`src/rtl/sipo_deserializer_pkg.sv`:
```
// Shared definitions for the SIPO deserializer: FSM state encoding and default word width.
package sipo_deserializer_pkg;

   localparam int DEFAULT_WIDTH = 8;

   // 2'b11 has no name; the FSM maps it back to ST_IDLE.
   typedef enum logic [1:0] {
      ST_IDLE  = 2'b00,
      ST_SHIFT = 2'b01,
      ST_DONE  = 2'b10
   } state_t;

endpackage

```
`src/rtl/sipo_bit_counter.sv`:
```
// Frame bit counter: counts captured bits, wraps after the last bit and flags the final position.
module sipo_bit_counter
   import sipo_deserializer_pkg::*;
#(
   parameter  int WIDTH = DEFAULT_WIDTH,
   localparam int CW    = $clog2(WIDTH)
) (
   input  logic          clk,
   input  logic          reset_n,
   input  logic          clr,
   input  logic          en,
   output logic [CW-1:0] cnt,
   output logic          last
);

   assign last = (cnt == CW'(WIDTH - 1));

   // A clear coinciding with a captured bit restarts the count at 1, which is how
   // a start edge that also carries bit 0 is accounted for.
   always_ff @(posedge clk or negedge reset_n) begin
      if (!reset_n)  cnt <= '0;
      else if (clr)  cnt <= en ? CW'(1) : '0;
      else if (en)   cnt <= last ? '0 : cnt + CW'(1);
   end

endmodule

```
`src/rtl/sipo_deserializer.sv`:
```
// Serial-in/parallel-out deserializer: start-framed bit stream in, WIDTH-bit words out with a one-cycle valid.
module sipo_deserializer
   import sipo_deserializer_pkg::*;
#(
   parameter int WIDTH     = DEFAULT_WIDTH,
   parameter bit MSB_FIRST = 1'b1
) (
   input  logic                     clk,
   input  logic                     reset_n,
   input  logic                     clear,
   input  logic                     start,
   input  logic                     d_in,
   input  logic                     d_valid,
   output logic [WIDTH-1:0]         q_data,
   output logic                     q_valid,
   output logic                     busy,
   output logic [$clog2(WIDTH)-1:0] bit_cnt
);

   state_t             state, state_nxt;
   logic [WIDTH-1:0]   sr, sr_base, sr_shift;
   logic               capture, word_done, last;

   // A start edge discards the partial word, so the shift operates on zero instead of sr.
   always_comb begin
      sr_base  = start ? '0 : sr;
      sr_shift = MSB_FIRST ? {sr_base[WIDTH-2:0], d_in} : {d_in, sr_base[WIDTH-1:1]};
   end

   assign capture   = !clear && d_valid && (start || state == ST_SHIFT);
   assign word_done = capture && !start && last;

   sipo_bit_counter #(.WIDTH(WIDTH)) u_bit_counter (
      .clk     (clk),
      .reset_n (reset_n),
      .clr     (clear || start),
      .en      (capture),
      .cnt     (bit_cnt),
      .last    (last)
   );

   // NOTE: state-holding logic uses non-blocking assignments so every register samples
   // pre-edge values regardless of process ordering.
   always_ff @(posedge clk or negedge reset_n) begin
      if (!reset_n) begin
         state  <= ST_IDLE;
         sr     <= '0;
         q_data <= '0;
      end else begin
         state <= state_nxt;
         if (clear)        sr <= '0;
         else if (capture) sr <= sr_shift;
         else if (start)   sr <= '0;
         if (word_done)    q_data <= sr_shift;
      end
   end

   // NOTE: state_nxt gets a value before any branching, so no path can leave it
   // unassigned and infer a latch; this default also recovers the unused encoding.
   always_comb begin
      state_nxt = ST_IDLE;
      if (clear)      state_nxt = ST_IDLE;
      else if (start) state_nxt = ST_SHIFT;
      else begin
         case (state)
            ST_SHIFT: state_nxt = word_done ? ST_DONE : ST_SHIFT;
            default:  state_nxt = ST_IDLE;
         endcase
      end
   end

   assign q_valid = (state == ST_DONE);
   assign busy    = (state == ST_SHIFT);

endmodule

```
`config.mk`:
```
export PLATFORM = sky130hd
export DESIGN_NAME = sipo_deserializer
export DESIGN_NICKNAME = d
export VERILOG_FILES = /design/src/rtl/sipo_deserializer_pkg.sv /design/src/rtl/sipo_bit_counter.sv /design/src/rtl/sipo_deserializer.sv
export SDC_FILE = /design/constraint.sdc
export NUM_CORES = 1
export LEC_CHECK = 0
export BUFFER_PORTS_ARGS = -buffer_cell sky130_fd_sc_hd__buf_2
export CAP_MARGIN = 25
export CORE_UTILIZATION = 51
export DETAILED_ROUTE_END_ITERATION = 10
export GPL_TIMING_DRIVEN = 0
export PLACE_DENSITY = 0.76
export SLEW_MARGIN = 20
export SYNTH_ARGS = -nofsm -noshare
export SYNTH_HDL_FRONTEND = slang
export SYNTH_SLANG_ARGS = --single-unit
```
`constraint.sdc`:
```
create_clock -name clk -period 1.9 [get_ports clk]
set_clock_uncertainty 0.2 [all_clocks]
set_input_delay 0.38 -clock clk [delete_from_list [all_inputs] [get_ports clk]]
set_output_delay 0.38 -clock clk [all_outputs]
set_load 0.1 [all_outputs]
```
==> run summary <==
Status = finished, final reports clean
Leak = 0.0005353 uW
Final slew viol count = 0
Clk pwr share = 31.8%
Hold-critical path depth = 2
Tot GR Track Use = 20.09%
Vias in the first global route = 609
Initial DRC Count = 8
First-pass GRT wire length = 2663 um
Synth cell types = 19
Worst Hold Launch = clear
# IOs = 19
Port buffer count = 18
Register area share after synthesis = 58.48%
Final wirelength = 1640 um
CP bufs+invs = 2
Data required time of the worst path = 1.32 ns
Clock Latency Late Sink = 0.30 ns
CP max FO = 5
Top cell type's share of synthesized area = 58.48%
Area Growth Syn to Fin = 29.53%
Post-detail-place hpwl = 1062 um
Reg power frac = 57.3%
Layout cell share with drive strength beyond 1 = 44.44%
Peak supply drop = 0.5224 mV
DRC = 0
Syn nets = 80
Worst-path clk slew = 0.11 ns
Vias/cell = 5.713
CP top delay family = flip-flops
Drt pass-1 iters = 4
Logic gate share of total power = 10.9%
Initial Util = 55.52%
R2R depth = 6
Core area = 1541 um2
Die X-Extent = 42.97 um
Most common cell after layout, fill and taps aside = dfrtp_1
Switch Pwr = 187.5 uW
Pre-CTS setup slack = 0.04642 ns
WS Path Type = flop to primary output
Post-Place Cells = 106
CP startpoint = state[0]
Hold Crit Class = input port to flop
Grt ovf = 0
Final ANT Viol Nets = 0
Die H = 42.97 um
Total number of vias = 657
Most frequent cells in the layout = 17 x dfrtp_1, 16 x buf_2, 10 x a21oi_1
WP depth = 3
Critical Path Sink Type = primary output
WL/cell = 14.26 um
Clock sink total = 20
Final min period = 1.805 ns
Synthesized instance count = 72
Cell Pwr Density = 686.0 nW/um2
Root Buffer = clkbuf_4
Num CTS Buffers = 3
TritonCTS clock tree = built
Unrepaired setup endpoints after global routing = no
Nets = 108
Routability congestion estimate = 0.7405
Post-synth top area cell = dfrtp_1
#FFs+latches synth = 20
Critical Path Source Type = flop
Die area = 1846 um2
Clock buffer depth = 2
Largest net degree at the start of global routing = 21
Switching part of the total = 24.66%
Slowest-stage cell, CP = dfrtp_1
# H-tree levels = 1
Final period util = 95.01%
Mapped Area = 855.8 um2
Hold Fails Final Rpt = 0
Slowest stage delay, CP = 0.42 ns
Rows = 14
Worst Tran Pin Value = 0.4977 ns
Top post-synthesis cells by area = dfrtp_1 58%, mux2_2 11%, a21oi_1 5.8%
Ant diodes = 0
Final Setup Violations = 0
RR Startpoint = u_bit_counter.cnt[0]
Initial antenna violation count = 0
Worst setup margin = 0.09489 ns
Internal power = 572.9 uW
Max-cap check violation count = 0
Synth warnings = 0
FMAX = 554.0 MHz
Non-filler cells in the finished layout = 115
Syn_area_per_cell = 11.89 um2
Worst Path Arrival = 1.23 ns
CP cell instances = nor2b_2 > buf_4 > buf_12
Worst rel slew slack = 67.05%
==> routing by layer <==
layer / GRT usage, % / up-vias / wire length (um) / part of all wire (%)
met3: 2.979 / 4 / 59 / 3.6
met2: 30.91 / 16 / 813 / 50
met5: 0 / - / 0 / 0
li1: - / 310 / - / -
met1: 27.43 / 327 / 747 / 46
met4: 10.91 / 0 / 20 / 1.2
==> area by class of cell <==
type	instances	area, um2
Multi-Input combinational cell	50	380.4
Fill cell	105	432.9
Tap cell	16	20.02
Timing Repair Buffer	22	140.1
Clock buffer	4	36.28
Buffer	3	22.52
Sequential cell	20	509.2
==> power by group through the flow <==
stage / clock, uW / combinational (uW) / sequential, uW
floorplan: 0 / 35.2 / 455
global placement: 0 / 71.1 / 444
detailed placement: 0 / 72.4 / 444
CTS: 249 / 83.1 / 435
global route: 258 / 90.8 / 436
finish: 242 / 83.0 / 435
==> state kept, by name, indices dropped and copies added (netlist names) <==
register,count
sr,7
q_data,8
u_bit_counter.cnt,3
state,2
==> what timing repair did <==
| item | in CTS | in global routing |
|---|---|---|
| endpoints found under the hold margin | 20 | 0 |
| setup endpoints to repair | 1 | 8 |
| pin swaps | 0 | 1 |
| gates cloned | 0 | 1 |
| hold buffers | 1 | 0 |
| gates resized for setup | 5 | 2 |
| buffers inserted | 1 | 2 |
==> logic make-up after synthesis <==
family                     synth area share (%)
buffers and inverters                     2.338
muxes                                     10.53
and+or+nand+nor                           18.42
AOI/OAI and AO/OA                         7.310
DFF                                       58.48
adders and majority gates                 2.924
==> metrics by stage <==
| stage | hold slack (ns) | instance area (um2) | TNS [ns] | utilization (%) | power, uW |
|---|---|---|---|---|---|
| 6_report | 0.06255 | 1109 | 0 | 71.92 | 760.4 |
| 5_1_grt | 0.07429 | 1109 | 0 | 71.92 | 785.0 |
| 4_1_cts | 0.06426 | 1077 | 0 | 69.89 | 767.6 |
| 3_5_place_dp | 0.1475 | 1006 | 0 | 65.26 | 516.4 |
| 3_3_place_gp | 0.1424 | 1006 | 0 | 65.26 | 514.8 |
| 2_1_floorplan | -0.1156 | 895.9 | -0.8873 | - | 490.2 |
==> cell usage after synthesis (all sizes together) <==
cell,instances
nor4b,1
or2,1
o211ai,1
nor2b,2
nor2,2
nand3,8
nor3,1
dfrtp,20
nand2,8
nand4b,1
a21oi,10
buf,2
nand3b,3
clkbuf,1
mux2,8
ha,2
o21ai,1
==> path summary, 6_finish.rpt <==
path / end / slack (ns)
max: busy / 0.09
min in group asynchronous: sr[4] / 0.33
min: u_bit_counter.cnt[0] / 0.06
min reg2reg: q_data[7] / 0.31
max in group asynchronous: u_bit_counter.cnt[1] / 0.83
max reg2reg: q_data[2] / 0.11
No activity file was read; power rests on OpenSTA's default activity.
